===== config.mk =====
export PLATFORM = sky130hd
export DESIGN_NAME = video_out_decoder
export DESIGN_NICKNAME = d
export VERILOG_FILES = /design/src/rtl/video_decode_pkg.sv /design/src/rtl/video_line_meter.sv /design/src/rtl/video_out_decoder.sv
export SDC_FILE = /design/constraint.sdc
export NUM_CORES = 1
export LEC_CHECK = 0
export BUFFER_PORTS_ARGS = -buffer_cell sky130_fd_sc_hd__buf_2
export CAP_MARGIN = 20
export CORE_MARGIN = 2
export CORE_UTILIZATION = 48
export CTS_CLUSTER_DIAMETER = 200
export DETAILED_ROUTE_END_ITERATION = 8
export GPL_ROUTABILITY_DRIVEN = 0
export GPL_TIMING_DRIVEN = 0
export PLACE_DENSITY = 0.81
export SYNTH_ARGS = -nofsm -noshare
export SYNTH_HDL_FRONTEND = slang
export SYNTH_SLANG_ARGS = --single-unit

===== constraint.sdc =====
create_clock -name clk_vid -period 2.17 [get_ports clk_vid]
set_input_delay 0.1085 -clock clk_vid [delete_from_list [all_inputs] [get_ports clk_vid]]
set_output_delay 0.1085 -clock clk_vid [all_outputs]
set_load 0.05 [all_outputs]

===== src/rtl/video_decode_pkg.sv =====
// Shared types and constants for the scaler-facing video stream decoder.
package video_decode_pkg;

    localparam int unsigned WIDTH_W  = 10;
    localparam int unsigned SLOT_LSB = 13;
    localparam int unsigned SLOT_W   = 4;
    localparam int unsigned ERR_W    = 4;

    // Sticky error flag bit positions
    localparam int unsigned ERR_DE_GAP   = 0;
    localparam int unsigned ERR_HS_IN_DE = 1;
    localparam int unsigned ERR_VS_IN_DE = 2;
    localparam int unsigned ERR_OVERFLOW = 3;

    localparam logic [WIDTH_W-1:0] LINE_MAX = 10'd1023;

    typedef enum logic [2:0] {
        ST_IDLE,
        ST_WAIT_DE,
        ST_ACTIVE,
        ST_LINE_END,
        ST_WAIT_HS
    } state_t;

    // A slot word is clean when every bit outside the slot field is zero.
    function automatic logic slot_word_clean(input logic [23:0] word);
        return (word[23:SLOT_LSB+SLOT_W] == '0) && (word[SLOT_LSB-1:0] == '0);
    endfunction

endpackage


===== src/rtl/video_line_meter.sv =====
// Per-line pixel counter with saturation, plus slot word capture/validation.
module video_line_meter
    import video_decode_pkg::*;
#(
    parameter logic [WIDTH_W-1:0] MAX_WIDTH = 10'd1023
) (
    input  logic               clk_vid,
    input  logic               reset,
    input  logic               load,
    input  logic               inc,
    input  logic               capture,
    input  logic               force_invalid,
    input  logic [23:0]        rgb_in,
    output logic               at_max,
    output logic [WIDTH_W-1:0] line_width,
    output logic [SLOT_W-1:0]  slot,
    output logic               slot_valid
);

    logic [WIDTH_W-1:0] count;

    assign at_max = (count == MAX_WIDTH);

    // Live pixel count: loads 1 on the first de cycle, then saturating increment.
    always_ff @(posedge clk_vid or posedge reset) begin
        if (reset) begin
            count <= '0;
        end else if (load) begin
            count <= 10'd1;
        end else if (inc && !at_max) begin
            count <= count + 10'd1;
        end
    end

    // Publish width and slot word when the line closes.
    always_ff @(posedge clk_vid or posedge reset) begin
        if (reset) begin
            line_width <= '0;
            slot       <= '0;
            slot_valid <= 1'b0;
        end else if (capture) begin
            line_width <= count;
            slot       <= rgb_in[SLOT_LSB +: SLOT_W];
            slot_valid <= !force_invalid && slot_word_clean(rgb_in);
        end
    end

endmodule


===== src/rtl/video_out_decoder.sv =====
// Receive-side decoder: line/frame FSM, frame line counter and sticky error flags.
module video_out_decoder
    import video_decode_pkg::*;
#(
    parameter logic [WIDTH_W-1:0] MAX_WIDTH = 10'd1023
) (
    input  logic               clk_vid,
    input  logic               reset,
    input  logic               vsync_in,
    input  logic               hsync_in,
    input  logic               de_in,
    input  logic [23:0]        rgb_in,
    input  logic               err_clear,
    output logic               line_done,
    output logic [WIDTH_W-1:0] line_width,
    output logic [SLOT_W-1:0]  slot,
    output logic               slot_valid,
    output logic               frame_done,
    output logic [WIDTH_W-1:0] frame_lines,
    output logic [ERR_W-1:0]   err_flags
);

    state_t             state, state_next;
    logic               meter_load, meter_inc, meter_capture, force_invalid;
    logic               publish, frame_close;
    logic               at_max;
    logic [ERR_W-1:0]   err_set;
    logic [WIDTH_W-1:0] line_count;

    video_line_meter #(
        .MAX_WIDTH(MAX_WIDTH)
    ) u_meter (
        .clk_vid       (clk_vid),
        .reset         (reset),
        .load          (meter_load),
        .inc           (meter_inc),
        .capture       (meter_capture),
        .force_invalid (force_invalid),
        .rgb_in        (rgb_in),
        .at_max        (at_max),
        .line_width    (line_width),
        .slot          (slot),
        .slot_valid    (slot_valid)
    );

    // State register.
    always_ff @(posedge clk_vid or posedge reset) begin
        if (reset) begin
            state <= ST_IDLE;
        end else begin
            state <= state_next;
        end
    end

    // Next-state and per-cycle control decode; vsync outranks every line event.
    always_comb begin
        state_next    = state;
        meter_load    = 1'b0;
        meter_inc     = 1'b0;
        meter_capture = 1'b0;
        force_invalid = 1'b0;
        publish       = 1'b0;
        frame_close   = 1'b0;
        err_set       = '0;

        if (state == ST_IDLE) begin
            if (vsync_in) begin
                state_next = ST_WAIT_HS;
            end
        end else if (vsync_in) begin
            frame_close = 1'b1;
            if (state == ST_ACTIVE) begin
                err_set[ERR_VS_IN_DE] = 1'b1;
            end
            state_next = hsync_in ? ST_WAIT_DE : ST_WAIT_HS;
        end else begin
            case (state)
                ST_WAIT_DE: begin
                    if (de_in && hsync_in) begin
                        err_set[ERR_HS_IN_DE] = 1'b1;
                    end else if (de_in) begin
                        meter_load = 1'b1;
                        state_next = ST_ACTIVE;
                    end
                end
                ST_ACTIVE: begin
                    if (de_in && hsync_in) begin
                        err_set[ERR_HS_IN_DE] = 1'b1;
                        meter_capture = 1'b1;
                        force_invalid = 1'b1;
                        publish       = 1'b1;
                        state_next    = ST_WAIT_DE;
                    end else if (de_in) begin
                        meter_inc = 1'b1;
                        err_set[ERR_OVERFLOW] = at_max;
                    end else begin
                        meter_capture = 1'b1;
                        publish       = 1'b1;
                        state_next    = hsync_in ? ST_WAIT_DE : ST_LINE_END;
                    end
                end
                ST_LINE_END, ST_WAIT_HS: begin
                    if (hsync_in) begin
                        err_set[ERR_HS_IN_DE] = de_in;
                        state_next = ST_WAIT_DE;
                    end else begin
                        err_set[ERR_DE_GAP] = de_in;
                        state_next = ST_WAIT_HS;
                    end
                end
                default: state_next = ST_IDLE;
            endcase
        end
    end

    // Line pulse and frame line counter; results land on the same edge as the meter capture.
    always_ff @(posedge clk_vid or posedge reset) begin
        if (reset) begin
            line_done   <= 1'b0;
            frame_done  <= 1'b0;
            frame_lines <= '0;
            line_count  <= '0;
        end else begin
            line_done  <= publish;
            frame_done <= frame_close && (line_count != '0);
            if (frame_close) begin
                if (line_count != '0) begin
                    frame_lines <= line_count;
                end
                line_count <= '0;
            end else if (publish && (line_count != LINE_MAX)) begin
                line_count <= line_count + 10'd1;
            end
        end
    end

    // Sticky error flags; a fresh error in the clear cycle survives.
    always_ff @(posedge clk_vid or posedge reset) begin
        if (reset) begin
            err_flags <= '0;
        end else begin
            err_flags <= (err_clear ? '0 : err_flags) | err_set;
        end
    end

endmodule


==> results by stage <==
Synthesis:
- After synthesis, the largest area contributor takes up 52.99% of total cell area.
- The commonest cells after synthesis are sky130_fd_sc_hd__nand2_1, sky130_fd_sc_hd__dfrtp_1, sky130_fd_sc_hd__inv_1.
- The number of enable-type register cells in the synthesized netlist is 0.
- The sequential cell area fraction in the yosys report is 52.99%.
- The most used flip-flop cell after synthesis is sky130_fd_sc_hd__dfrtp_1.
- Counting flops and latches in the post-synthesis netlist gives 54.
- The most common cell in the synthesized netlist is sky130_fd_sc_hd__nand2_1.
- The number of distinct library cell variants in the gate-level netlist after synthesis is 44.
- For this run, the number of Yosys warnings is 0.
- Each instance of the synthesized netlist takes up on average 9.845 µm².
- The fraction of registers with async set or reset after synthesis is 100.0%.
- The synthesized netlist cell count is 259.
- By area the synthesized netlist is led by sky130_fd_sc_hd__dfrtp_1, sky130_fd_sc_hd__nand2_1, sky130_fd_sc_hd__mux2_2.
- The total nets after synthesis is 292.
- The total standard cell area after synthesis is 0.002550 mm².
- sky130_fd_sc_hd__dfrtp_1 takes more of the synthesized area than any other cell.

Clocking:
- The number of H-tree levels is 2.
- After clock tree synthesis, the clock-pin slew on the worst setup and hold paths is 0.09 ns.
- The number of buffers on the longest clock path is 2.
- Clock tree synthesis inserted a total of 5 buffers.
- The clock net sink count is 54.
- The insertion delay to the later sink of the worst-skew pair is 0.31 ns.
- The TritonCTS clock tree is yes.
- The library cell used as clock root buffer is sky130_fd_sc_hd__clkbuf_8.

Floorplan:
- The floorplan step set the die height to 76.89 µm.
- The x dimension of the die is 76.89 µm.
- The starting density of the core is 49.93%.
- In this run the core area contains 26 standard-cell rows.
- The I/O pin count is 61.
- The total die area is 0.005911 mm².
- The total area inside the core boundary comes to 0.005107 mm².

Pwr:
- The completed layout was analyzed and its total power is 2238 µW.
- Summed over all nets, the switching power comes to 589.2 µW.
- Internal power comes to 1649 µW.
- In this run, flip-flops and latches consume 48.9% of the power.
- The power per cell area is 702.9 mW/mm².
- IR analysis of the VDD net gives a maximum drop of 0.3033 mV.
- The net switching fraction of the power is 26.32%.
- Of the total power, combinational logic draws 14.5%.
- Of the total power, the clock network draws 36.6%.
- Summed over all cells, the static leakage comes to 0.001532 µW.

Cells and area:
- The area added between synthesis and finish is 24.88%.
- In the final design database the tool counted 365 nets.
- The core occupancy in the finished layout is 62.35%.
- Of the cells placed in the final design, the portion with a size suffix greater than 1 is 28.23%.
- The number of inserted diodes is 0.
- After the flow finishes, the layout carries non-filler instances totaling 403.

Critical path:
- The data required time of the critical path is 2.38 ns.
- STA puts the critical path data arrival time at 2.38 ns.
- The maximum fanout along the worst path is 10.
- The master of the slowest instance on the critical path is sky130_fd_sc_hd__or4b_4.
- For this run, the slowest stage of the critical path takes 0.52 ns.
- The startpoint class of the critical path is a register.
- The worst setup path is of the register to register kind.
- The cell repeated most along the worst path is sky130_fd_sc_hd__or4b_4.
- The signal on the critical path passes through buf_6 -> or4b_4 -> or3_4 -> or4b_4 -> and3_4.
- STA classifies the critical path endpoint as a register.

GRT:
- The pin count of the biggest net entering global routing is 41.
- The global routing usage summed across all routing layers is 20.55%.
- The first global-routing pass estimated 9929 µm of wire.
- The initial antenna violation count is 0.
- The via count of the first global-routing pass is 2219.
- The aggregate global routing overflow is 0.

Routing:
- The routed layout has 2250 vias.
- The detailed router finished its first iteration with 152 violations.
- The detail route stage leaves a number of antenna-violating nets equal to 0.
- The wire length reported by the detailed router is 5677 µm.
- The via count normalized by instance count is 5.583.
- The pre-antenna-repair detailed-routing pass consisted of 4 iterations.
- The post-detailed-route wirelength per cell is 14.09 µm.
- The detailed-route DRC error count is 0.

Timing:
- Between clock sinks in the finished design, the worst skew comes to 0.005627 ns.
- The max-slew violation count is 0.
- Setup repair after global routing could not meet its margin everywhere.
- The headroom to the max-slew limit is 55.74%.
- The count of endpoints failing hold in the final timing report is 0.
- The period utilization is 99.77%.
- The count of endpoints failing setup in the final report is 0.
- Based on the critical path, the design can be clocked at up to 461.9 MHz.
- The final period demand of the worst path is 2.165 ns.
- At the pin with the least slew margin, the transition time is 0.6625 ns.

Placed design:
- The number of cells in the design after placement is 389.
- Detailed placement finished with a half-perimeter wire length of 4024 µm.
- The number of buffers added on ports is 59.

Min path:
- The class of the tightest hold or removal check is primary input to register.

Run:
- The number of maximum-capacitance constraint violations is 0.

Run status:
- The run finished with clean final reports.
layout by cell type (no fill, tap or decap), drive strengths merged, types with 5 or more instances in the layout:
| cell | instances |
|---|---|
| buf | 65 |
| nand2 | 56 |
| dfrtp | 54 |
| inv | 12 |
| nand3 | 11 |
| clkbuf | 11 |
| nor2 | 10 |
| mux2 | 10 |
| o21ai | 10 |
| a21oi | 9 |
| o31ai | 6 |
| nor3 | 5 |
| or4 | 5 |
| nor4 | 5 |
| dlygate4sd3 | 5 |
| nor4b | 5 |
final timing paths:
path | from | to | slack, ns | cells after the start
worst max-delay path | state[0] | line_count[8] | 0.005 | 5
worst min register to register | u_meter.line_width[7] | u_meter.line_width[7] | 0.48 | 2
worst max register to register | state[0] | line_count[8] | 0.005 | 5
worst min-delay path | err_clear | err_flags[1] | 0.03 | 2
max in group asynchronous | reset | u_meter.count[8] | 1.34 | 4
min in group asynchronous | reset | u_meter.line_width[4] | 0.30 | 3
cell families after synthesis:
group	after synthesis	synth area share (%)
DFF	54	52.99
and+or+nand+nor	118	23.31
xor gates and xnor gates	2	0.6871
adders and majority gates	3	1.472
muxes	13	5.594
buffers and inverters	22	3.630
AOI/OAI and AO/OA	47	12.32
routing by layer:
layer / global-route usage (%) / wire length [µm] / vias up
li1: - / - / 1091
met1: 26.26 / 2490 / 1076
met2: 33.95 / 2815 / 74
met3: 3.882 / 284 / 9
met4: 9.273 / 86 / 0
met5: 0 / 0 / -
stage by stage:
stage	cell area (µm²)	setup slack, ns	setup TNS, ns	hold WS [ns]
after global routing	3184	-0.03756	-0.06219	0.02990
final	3184	0.005002	0	0.03373
after floorplan	2550	0.01776	0	0.2049
after detailed placement	2953	-0.06244	-0.06244	0.1016
after global placement	2933	-0.05097	-0.05097	0.2981
after CTS	3167	-0.01588	-0.01588	0.02794
area by class of cell:
type,count,area (µm²)
inverters,13,48.80
repair buffers,67,380.4
clock buffers,6,82.58
clock inverters,2,60.06
multi-input cells,183,1132
plain buffers,8,40.04
flip-flops and latches,54,1353
fillers,414,1923
well taps,70,87.58
power by group through the flow:
stage	clock [µW]	combinational, µW	sequential (µW)
floorplan	0	144	1180
global placement	0	314	1100
detailed placement	0	328	1100
CTS	838	338	1080
global route	877	349	1100
finish	820	324	1090
state kept, by name, indices dropped and copies added, names as in the netlist:
| register | count |
|---|---|
| frame_lines | 10 |
| line_count | 10 |
| u_meter.count | 10 |
| u_meter.line_width | 10 |
| err_flags | 4 |
| u_meter.slot | 4 |
| state | 3 |
| frame_done | 1 |
| line_done | 1 |
| u_meter.slot_valid | 1 |
timing repair:
action,in CTS,in global routing
hold buffers,5,0
endpoints found under the hold margin,18,0
endpoints found under the setup margin,1,14
setup buffers,2,0
resized for setup,1,8
pin swaps,3,1
critical path: cells and delay by family, from the launching register on:
| family | cells | cell delay [ns] |
|---|---|---|
| buffers and inverters | 1 | 0.14 |
| flip-flops | 1 | 0.38 |
| AND/OR/NAND/NOR | 4 | 1.54 |
Note: power is estimated with default switching activity, not from simulation.
